==> src/rtl/ram_port_master.sv <==
// Block-transfer engine for a single-port RAM with one-cycle read latency.
// Write words stream in via valid/ready; read words leave through a 2-entry skid FIFO.
module ram_port_master #(
  parameter int unsigned AW = 12,
  parameter int unsigned DW = 32
) (
  input  logic            clk_i,
  input  logic            rst_n_i,
  input  logic            cmd_valid_i,
  output logic            cmd_ready_o,
  input  logic            cmd_write_i,
  input  logic [AW-1:0]   cmd_adr_i,
  input  logic [AW:0]     cmd_len_i,
  input  logic            wdat_valid_i,
  output logic            wdat_ready_o,
  input  logic [DW-1:0]   wdat_i,
  input  logic [DW/8-1:0] wbe_i,
  output logic            rdat_valid_o,
  input  logic            rdat_ready_i,
  output logic [DW-1:0]   rdat_o,
  output logic            busy_o,
  output logic            done_o,
  output logic            ram_we_o,
  output logic [AW-1:0]   ram_adr_o,
  output logic [DW/8-1:0] ram_be_o,
  output logic [DW-1:0]   ram_dat_o,
  input  logic [DW-1:0]   ram_dat_i
);

  localparam logic [AW-1:0] AdrOne = 1;
  localparam logic [AW:0]   RemOne = 1;

  typedef enum logic [1:0] {StIdle, StWrite, StRead, StDrain} state_e;

  state_e          state_q, state_d;
  logic [AW-1:0]   adr_q, adr_d;
  logic [AW:0]     rem_q, rem_d;
  logic            done_q, done_d;
  logic            inflight_q;
  logic [DW-1:0]   fifo_q [2];
  logic            rd_ptr_q, wr_ptr_q;
  logic [1:0]      cnt_q;
  logic            pop, issue, wr_hs;
  logic [1:0]      occ;

  assign pop   = (cnt_q != 2'd0) && rdat_ready_i;
  assign wr_hs = (state_q == StWrite) && wdat_valid_i;
  // Words held after this edge (buffered plus in flight); counting the pop keeps 1 word/cycle.
  assign occ   = cnt_q + {1'b0, inflight_q} - {1'b0, pop};
  assign issue = (state_q == StRead) && (occ < 2'd2);

  always_comb begin
    state_d = state_q;
    adr_d   = adr_q;
    rem_d   = rem_q;
    done_d  = 1'b0;
    unique case (state_q)
      StIdle: begin
        if (cmd_valid_i) begin
          adr_d = cmd_adr_i;
          rem_d = cmd_len_i;
          if (cmd_len_i == '0) begin
            done_d = 1'b1;
          end else begin
            state_d = cmd_write_i ? StWrite : StRead;
          end
        end
      end
      StWrite: begin
        if (wdat_valid_i) begin
          adr_d = adr_q + AdrOne;
          rem_d = rem_q - RemOne;
          if (rem_q == RemOne) begin
            state_d = StIdle;
            done_d  = 1'b1;
          end
        end
      end
      StRead: begin
        if (issue) begin
          adr_d = adr_q + AdrOne;
          rem_d = rem_q - RemOne;
          if (rem_q == RemOne) state_d = StDrain;
        end
      end
      StDrain: begin
        if (occ == 2'd0) begin
          state_d = StIdle;
          done_d  = 1'b1;
        end
      end
      default: state_d = StIdle;
    endcase
  end

  always_ff @(posedge clk_i or negedge rst_n_i) begin
    if (!rst_n_i) begin
      state_q    <= StIdle;
      adr_q      <= '0;
      rem_q      <= '0;
      done_q     <= 1'b0;
      inflight_q <= 1'b0;
    end else begin
      state_q    <= state_d;
      adr_q      <= adr_d;
      rem_q      <= rem_d;
      done_q     <= done_d;
      inflight_q <= issue;
    end
  end

  // Skid FIFO: capture the RAM word the cycle after each issued read.
  always_ff @(posedge clk_i or negedge rst_n_i) begin
    if (!rst_n_i) begin
      fifo_q[0] <= '0;
      fifo_q[1] <= '0;
      rd_ptr_q  <= 1'b0;
      wr_ptr_q  <= 1'b0;
      cnt_q     <= 2'd0;
    end else begin
      if (inflight_q) begin
        fifo_q[wr_ptr_q] <= ram_dat_i;
        wr_ptr_q         <= ~wr_ptr_q;
      end
      if (pop) rd_ptr_q <= ~rd_ptr_q;
      cnt_q <= cnt_q + {1'b0, inflight_q} - {1'b0, pop};
    end
  end

  always_comb begin
    cmd_ready_o  = rst_n_i && (state_q == StIdle);
    wdat_ready_o = (state_q == StWrite);
    busy_o       = (state_q != StIdle);
    done_o       = done_q;
    rdat_valid_o = (cnt_q != 2'd0);
    rdat_o       = rdat_valid_o ? fifo_q[rd_ptr_q] : '0;
    ram_we_o     = wr_hs;
    ram_adr_o    = ((state_q == StWrite) || issue) ? adr_q : '0;
    ram_be_o     = (state_q == StWrite) ? wbe_i : '0;
    ram_dat_o    = (state_q == StWrite) ? wdat_i : '0;
  end

endmodule

==> config.mk <==
export PLATFORM = sky130hd
export DESIGN_NAME = ram_port_master
export DESIGN_NICKNAME = d
export VERILOG_FILES = /design/src/rtl/ram_port_master.sv
export SDC_FILE = /design/constraint.sdc
export NUM_CORES = 1
export LEC_CHECK = 0
export ABC_AREA = 1
export BUFFER_PORTS_ARGS = -buffer_cell sky130_fd_sc_hd__buf_2
export CAP_MARGIN = 20
export CORE_ASPECT_RATIO = 0.9
export CORE_MARGIN = 1
export CORE_UTILIZATION = 35
export DETAILED_ROUTE_END_ITERATION = 12
export SYNTH_ARGS = -nofsm -noshare
export SYNTH_HDL_FRONTEND = slang
export SYNTH_SLANG_ARGS = --single-unit
==> constraint.sdc <==
create_clock -name clk_i -period 2.6 [get_ports clk_i]
set_input_delay 0.26 -clock clk_i [delete_from_list [all_inputs] [get_ports clk_i]]
set_output_delay 0.26 -clock clk_i [all_outputs]
set_load 0.005 [all_outputs]
Yosys cells after proc, flatten, opt, wreduce, memory -nomap -nowiden
Index checks and enable logic that the tools add are counted.
Widths: inputs -> output; s select.
{"block": "word_totals", "register_bits": 97, "latchBits": 0, "ram_bits": 0, "rom_bits": 0, "out_inout_bits": 86, "n_memories": 0}
{"block": "classes", "addsub": 4, "multipliers": 0, "n_div": 0, "magnitude_cmp": 4, "n_eq_ne": 11, "shift": 0, "muxes": 33, "bitwise_logic": 4, "n_reduce_logical": 14}
{"cell": "$mux 32", "count": 6}
{"cell": "$bwmux 64", "count": 1}
{"cell": "$mux 12", "count": 4}
{"cell": "$mux 13", "count": 3}
{"cell": "$pmux 13 s3", "count": 1}
{"cell": "$pmux 12 s3", "count": 1}
{"cell": "$demux 32 s1", "count": 1}
{"cell": "$mux 2", "count": 8}
{"cell": "$eq 13x1->1 const B", "count": 1}
{"cell": "$logic_not 13->1", "count": 1}
{"cell": "$sub 13x1->13 const B", "count": 1}
{"cell": "$add 12x1->12 const B", "count": 1}
{"cell": "$ne 2x2->1 const B", "count": 5}
{"cell": "$pmux 2 s4", "count": 1}
{"cell": "$reduce_and 7->1", "count": 1}
{"cell": "$logic_and 1x1->1", "count": 5}
{"cell": "$mux 1", "count": 5}
{"cell": "$eq 2x2->1 const B", "count": 2}
{"cell": "$ge 2x2->1 const B", "count": 2}
{"cell": "$logic_not 2->1", "count": 2}
{"cell": "$mux 4", "count": 1}
{"cell": "$ne 2x1->1 const B", "count": 2}
{"cell": "$not 1->2", "count": 2}
{"cell": "$reduce_and 4->1", "count": 1}
{"cell": "10 further kinds", "count": 12}

Longest topological paths before layout
Gate-level depths: netlist (run 1).
{"block": "logic_depth", "depth_word": 7, "mapped_depth": 15}

Least setup slack after synthesis (run 1)
No wires, ideal clock.
{"block": "synth_timing", "path_kind": "register to output", "start": "register cnt_q[1]", "end": "output port ram_adr_o[10]", "arrival_ps": 2005, "path_slack_ps": 335, "path_stages_with_launch": 16, "n_path_buf": 1, "cell_sequence": "dfrtp_1 nor2_1 nor2_1 ha_1 inv_1 ha_1 inv_2 nand2_2 nand2_1 nand2_2 nand2_1 nand2_1 nand2_1 inv_1 buf_6 nor2_1"}
{"block": "synth_between", "elab_chain_cells": 7, "word_cells_on_any_way": 8, "cone_classes": "add/sub (2); order compare (1); mux (1); reduce/logical (4)"}
{"item": "start: declaration", "line": "42", "source": "logic [1:0] cnt_q;"}
{"item": "start signal: assignment", "line": "126", "source": "cnt_q <= cnt_q + {1'b0, inflight_q} - {1'b0, pop};"}
{"item": "$reduce_bool 2->1", "line": "46", "source": "assign pop = (cnt_q != 2'd0) && rdat_ready_i;"}
{"item": "$logic_and 1x1->1", "line": "46"}
{"item": "net pop", "line": "43", "source": "logic pop, issue, wr_hs;"}
{"item": "$sub 2x1->2", "line": "49", "source": "assign occ = cnt_q + {1'b0, inflight_q} - {1'b0, pop};"}
{"item": "$lt 2x2->1", "line": "50", "source": "assign issue = (state_q == StRead) && (occ < 2'd2);"}
{"item": "$logic_and 1x1->1", "line": "50"}
{"item": "$logic_or 1x1->1", "line": "138", "source": "ram_adr_o = ((state_q == StWrite) || issue) ? adr_q : '0;"}
{"item": "$mux 12", "line": "138"}
{"item": "end: declaration", "line": "24", "source": "output logic [AW-1:0] ram_adr_o,"}
The timed path passes the listed nets, and every way through them passes these cells.

Worst setup path after layout (run 1)
{"block": "layout_timing", "start": "register cnt_q[1]", "end": "output port ram_adr_o[11]"}
Same word-level chain as after synthesis.

==> results.sh, run 1 <==
export IMPL_area_growth_pct=28.8
export IMPL_htreeDepth=3
export IMPL_worstSkewPairLatency_ns=0.35
export IMPL_synthAdderAreaFrac_pct=2.23
export IMPL_netlist_cell_type_count=35
export IMPL_r2r_cells=17
export IMPL_ant_nets=0
export IMPL_syn_inst=799
export IMPL_synth_top_family_by_area="simple AND/OR/NAND/NOR gates"
export IMPL_worst_slew_pin_slew_ns=0.626
export IMPL_start_util_pct=36.0
export IMPL_synth_compound_area_share_pct=12.9
export IMPL_timing_slew_headroom_pct=58.2
export IMPL_clkSinkCount=97
export IMPL_yosys_top_cells_area="dfrtp_1 43%, nand2_1 19%, inv_1 7.7%"
export IMPL_grt_overflow_total=0
export IMPL_clock_skew_ns=0.00690
export IMPL_synth_xor_area_share_pct=0.469
export IMPL_drc=0
export IMPL_cts_path_max_buffers=2
export IMPL_avgSynthCellArea_um2=7.01
export IMPL_clk_pin_slew_ns=0.07
export IMPL_path_buf_inv=4
export IMPL_combinationalPowerShare_pct=53.4
export IMPL_dieArea_um2=16500
export IMPL_period_needed_ns=2.64
export IMPL_totalWireLength_um=14600
export IMPL_groute_usage_overall_pct=18.3
export IMPL_core_um2=15500
export IMPL_die_w_um=135
export IMPL_yosysSeqAreaShare_pct=43.3
export IMPL_fmax_ghz=0.378
export IMPL_port_buffers=184
export IMPL_netlist_area_um2=5600
export IMPL_drive_above_1_share_pct=27.6
export IMPL_crit_path_frequent_cell="nand2_2"
export IMPL_die_h_um=122
export IMPL_drt_iter0_drc=315
export IMPL_yosys_area_share_simple_pct=29.2
export IMPL_ir_worst_vdd_uv=524
export IMPL_place_gp_congestion=0.825
export IMPL_setup_viol=6
export IMPL_switchingPower_w=0.00399
export IMPL_ys_ff_latch=97
export IMPL_vias=5416
export IMPL_slowest_delay_ns=0.40
export IMPL_drtPass1Iterations=4
export IMPL_maxSlewViolCount=0
export IMPL_wire_per_inst_um=12.2
export IMPL_worstPathRequired_ns=2.34
export IMPL_p_clk_share_pct=15.7
export IMPL_hold_viol=0
export IMPL_worst_setup_path_end_kind="output port"
export IMPL_grt_max_degree=77
export IMPL_synth_net_count=908
export IMPL_cts_tree="built"
export IMPL_yosysTopAreaCell="dfrtp_1"
export IMPL_path_class="flop to output port"
export IMPL_crit_fanout=6
export IMPL_yosysWarnings=0
export IMPL_fin_crit_sh_pct=102
export IMPL_cp_depth=15
export IMPL_p_per_area_nw_per_um2=1260
export IMPL_drv_cap=0
export IMPL_p_leak_nw=4.22
export IMPL_p_int_w=0.00508
export IMPL_grt_pass1_wl_um=23800
export IMPL_worstPathArrival_ns=2.38
export IMPL_hpwl_um=10000
export IMPL_final_util_pct=46.4
export IMPL_crit_chain="nor2_2 > nor2_2 > ha_1 > inv_2 > ha_4 > inv_2 > nand2_2 > nand2_2 > nand2_2 > nand2_2 > nand2_2 > nand2_4 > clkinvlp_4 > nor2_2 > buf_2"
export IMPL_cp_top_family="simple AND/OR/NAND/NOR gates"
export IMPL_grt_pass1_vias=4883
export IMPL_muxShareOfSynthArea_pct=0.179
export IMPL_status="finished with violations"
export IMPL_rsz0062_at_grt="true"
export IMPL_ios=185
export IMPL_violations="negative setup slack"
export IMPL_whs_ns=0.165
export IMPL_setup_ws_ns=-0.0436
export IMPL_cp_start_kind="flop"
export IMPL_nets=1095
export IMPL_power_frac_seq_pct=30.8
export IMPL_fin_setup_tns_ns=-0.197
export IMPL_viasPerCell=4.54
export IMPL_swShare_pct=44.0
export IMPL_ctsRootBufferMaster="clkbuf_16"
export IMPL_reg2reg_setup_slack_ns=0.32
export IMPL_hp_class="input pin to flop"
export IMPL_num_antenna_cells=0
export IMPL_cp_slowest_cell="dfrtp_1"
export IMPL_row_count=43
export IMPL_hold_depth=3
export IMPL_antenna_found_initial=0
export IMPL_cts_buffers=9
export IMPL_yosysTopAreaCellShare_pct=43.3
==> timing repair <==
item | CTS | global route
setup endpoints to repair | 12 | 12
hold buffers | 1 | 0
buffers inserted | 10 | 6
gates resized for setup | 10 | 4
endpoints found under the hold margin | 21 | 0
pin swaps | 9 | 12
cloned | 1 | 0
==> power groups by stage <==
stage	clock network [W]	logic (W)	registers [W]
final	0.00143	0.00485	0.00279
after global placement	0	0.00458	0.00281
after floorplan	0	0.00328	0.00268
after detailed placement	0	0.00463	0.00281
after global routing	0.00153	0.00557	0.00290
after CTS	0.00147	0.00483	0.00279
==> stage by stage <==
stage | instance area, um2 | power (W) | worst slack [ns] | cells
3_3_place_gp | 6720 | 0.00738 | 0.243 | 1159
3_5_place_dp | 6720 | 0.00744 | 0.155 | 1159
6_report | 7220 | 0.00907 | -0.0436 | 1193
5_1_grt | 7220 | 0.0100 | -0.246 | 1193
2_1_floorplan | 5600 | 0.00596 | 0.335 | 799
4_1_cts | 7160 | 0.00909 | -0.0572 | 1187
==> placed cells by master (no fill, tap or decap), drive strengths merged, types with 2 or more instances in the layout <==
cell | netlist | routed
nor2 | 54 | 54
xor2 | 2 | 2
buf | 25 | 213
dfrtp | 97 | 97
nand3 | 38 | 38
nand4 | 6 | 6
a21oi | 34 | 34
clkbuf | 14 | 10
nand2 | 294 | 294
o31ai | 2 | 2
inv | 117 | 121
ha | 10 | 10
o21ai | 95 | 95
clkinvlp | 0 | 2
or2 | 3 | 3
==> tightest hold or removal path: cells and delay by family <==
kind | cells | cell delay, ns
buffers and inverters | 2 | 0.16
AO/OA/AOI/OAI | 1 | 0.06
==> synthesized netlist by cell type, drive strengths merged <==
library cell / count
dfrtp: 97
a31oi: 1
o22ai: 1
clkbuf: 14
nand2: 294
buf: 25
inv: 117
nor2: 54
nor3: 1
nand3b: 1
o31ai: 2
or2: 3
mux2i: 1
o21ai: 95
nand3: 38
xnor2: 1
xor2: 2
and3: 1
clkinv: 1
ha: 10
nand4: 6
a21oi: 34
==> final timing paths <==
path | from | endpoint
max | cnt_q[1] | ram_adr_o[11]
min | ram_dat_i[17] | fifo_q[49]
max reg2reg | cnt_q[1] | rem_q[10]
min reg2reg | fifo_q[35] | fifo_q[35]
max in group asynchronous | rst_n_i | adr_q[5]
min in group asynchronous | rst_n_i | fifo_q[45]
==> cell type report <==
cell class / count / area [um2]
timing repair inverter: 1 / 7.51
sequential: 97 / 2430
timing repair buffer: 214 / 1200
multi-input combinational: 545 / 2560
fill: 1656 / 8330
clock inverter: 6 / 78.8
clock buffer: 10 / 239
inverter: 118 / 447
tap: 202 / 253
==> cells by family (layout without fill, tap and decap cells) <==
logic type / Yosys count / in the layout
flops: 97 / 97
fa+ha+maj: 10 / 10
simple gates: 398 / 398
mux: 1 / 1
xor+xnor: 3 / 3
compound gates: 133 / 133
buf+inv: 157 / 349
==> state kept, by name (all words and copies together), names as in the netlist <==
register and cells:
done_o 1, rd_ptr_q 1, state_q 2, adr_q 12, inflight_q 1, cnt_q 2, wr_ptr_q 1, fifo_q 64
rem_q 13
==> layer usage <==
layer  GRT usage [%]  wire (um)  part of all wire [%]
met2            28.9       6600                    45
met4            5.41        200                   1.4
met1            25.3       7060                    48
met3            3.75        722                   5.0
met5               0          0                     0
Note: power is estimated with default switching activity, not from simulation.
==> inputs of run 2 (changes only) <==
--- a/constraint.sdc
+++ b/constraint.sdc
@@ -3,2 +3,2 @@
 set_output_delay 0.26 -clock clk_i [all_outputs]
-set_load 0.005 [all_outputs]
+set_load 0.1 [all_outputs]
==> run 2 against run 1 <==
Effect of this change:
- the run still ends with negative setup slack left
- flip-flop and latch count stayed put
- global-route usage is 0.45 points higher
- fmax is 0.85% higher
- critical path type unchanged
- non-clock buffer count is 7 lower
- critical path depth is 1 higher
- worst hold slack worse by 0.0068 ns
- final cell count is 0.67% lower
- via count is 1.2% lower
- highest routed layer unchanged
- design area is 5.2% higher
- first-iteration DRC count is 8.3% lower
==> results.sh, run 2 (synthesis gave the netlist of run 1 again) <==
export IMPL_status="finished with violations"
export IMPL_violations="negative setup slack"
export IMPL_reg_top3="fifo_q: 64 flops, rem_q: 13 flops, adr_q: 12 flops"
export IMPL_fmax_ghz=0.381
export IMPL_cp_start_kind="flop"
export IMPL_fin_crit_sh_pct=101
export IMPL_die_h_um=122
export IMPL_final_common_cell="nand2_1"
export IMPL_cts_buffers=9
export IMPL_fin_setup_tns_ns=-0.188
export IMPL_die_w_um=135
export IMPL_path_class="flop to output port"
export IMPL_grt_overflow_total=0
export IMPL_core_um2=15500
export IMPL_setup_viol=12
export IMPL_drt_iter0_drc=289
export IMPL_period_needed_ns=2.62
export IMPL_place_inst=1161
export IMPL_clkSinkCount=97
export IMPL_hp_class="input pin to flop"
export IMPL_ctsRootBufferMaster="clkbuf_16"
export IMPL_worstPathRequired_ns=2.34
export IMPL_groute_usage_overall_pct=18.8
export IMPL_worst_setup_path_end_kind="output port"
export IMPL_hold_viol=0
export IMPL_drc=0
export IMPL_drv_cap=0
export IMPL_cts_path_max_buffers=2
export IMPL_fill_cells=1574
export IMPL_worstPathArrival_ns=2.36
export IMPL_start_util_pct=36.0
export IMPL_grt_pass1_wl_um=24100
export IMPL_largest_reg_flops=64
export IMPL_worst_slew_pin_slew_ns=0.777
export IMPL_timing_slew_headroom_pct=48.2
export IMPL_ios=185
export IMPL_place_gp_congestion=0.825
export IMPL_maxSlewViolCount=0
export IMPL_whs_ns=0.158
export IMPL_drtPass1Iterations=7
export IMPL_drive_above_1_share_pct=28.1
export IMPL_fin_cells=1185
export IMPL_rsz0062_at_grt="true"
export IMPL_cts_tree="built"
export IMPL_ant_nets=0
export IMPL_hpwl_um=10400
export IMPL_grt_max_degree=65
export IMPL_htreeDepth=3
export IMPL_setup_ws_ns=-0.0214
export IMPL_largest_register="fifo_q"
export IMPL_viasPerCell=4.52
export IMPL_port_buffers=184
export IMPL_totalWireLength_um=14800
export IMPL_row_count=43
export IMPL_clock_skew_ns=0.00824
export IMPL_area_growth_pct=35.5
export IMPL_grt_pass1_vias=4838
export IMPL_layout_common_cells="286 x nand2_1, 160 x buf_2, 113 x inv_1, 96 x dfrtp_1, 65 x o21ai_0"
export IMPL_dieArea_um2=16500
export IMPL_antenna_found_initial=0
export IMPL_num_antenna_cells=0
export IMPL_crit_fanout=6
export IMPL_nets=1087
export IMPL_vias=5353
export IMPL_worstSkewPairLatency_ns=0.35
export IMPL_wire_per_inst_um=12.5
export IMPL_clk_pin_slew_ns=0.07
## run 2: changes by cell type in the layout (fill, tap and decap cells not counted), moves of 2 or more
cell and change:
buf_12 +21, buf_4 -6, nor2_4 +13, nor2_1 -9, buf_2 -23, nor2_2 -4
clkinvlp_4 -2
## run 2: timing repair
item                                   CTS  global route
hold buffers                             1             0
cloned                                   1             0
buffers inserted                         4             2
pin swaps                               10             4
setup endpoints to repair               12            14
endpoints found under the hold margin   28             0
gates resized for setup                 12             1
## run 2: metal layers
layer	part of all wire (%)	global-route usage, %	wire length, um	vias up
met5	0	0	0	-
met2	47	29.2	6980	125
met1	47	26.0	6930	2406
met4	0.90	4.92	134	0
met3	5.2	4.54	771	8
li1	-	-	-	2814
## run 2: through the flow
stage	setup slack (ns)	util (%)	cell area (um2)
floorplan	-0.0295	-	5700
global placement	0.221	46.0	7150
detailed placement	0.169	46.0	7150
CTS	-0.0779	48.7	7560
global route	-0.189	48.8	7590
finish	-0.0214	48.8	7590
## run 2: final timing paths
kind | start | endpoint | slack (ns) | cells past startpoint
setup reg to reg | cnt_q[0] | rem_q[12] | 0.45 | 16
hold / removal | ram_dat_i[21] | fifo_q[53] | 0.16 | 3
setup / recovery | cnt_q[0] | ram_adr_o[9] | -0.02 | 16
hold reg to reg | fifo_q[13] | fifo_q[13] | 0.49 | 2
min in group asynchronous | rst_n_i | fifo_q[49] | 0.39 | 2
max in group asynchronous | rst_n_i | fifo_q[13] | 1.33 | 3
## run 2: worst max-delay path: stages, from the launching register on
cell and delay (ns):
dfrtp_1 0.41, nor2_4 0.12, nor2_2 0.05, ha_1 0.28, inv_2 0.04, ha_4 0.16
inv_2 0.05, nand2_2 0.06, nand2_2 0.06, nand2_2 0.06, nand2_2 0.08, nand2_2 0.06
nand2_2 0.08, inv_4 0.06, buf_12 0.14, nor2_4 0.10, buf_12 0.18
## run 2: layout make-up
class	count	area, um2	share of cell area, %
Clock inverter	7	92.6	1.22
Timing Repair Buffer	207	1490	19.6
Clock buffer	9	225	2.97
Inverter	118	445	5.87
Sequential cell	97	2430	32.0
Tap cell	202	253	3.33
Multi-Input combinational cell	545	2660	35.0
Power of run 2 is left out: the tool's default activity adds up to more than one toggle a clock period on the data nets, which glitch-free logic cannot reach.
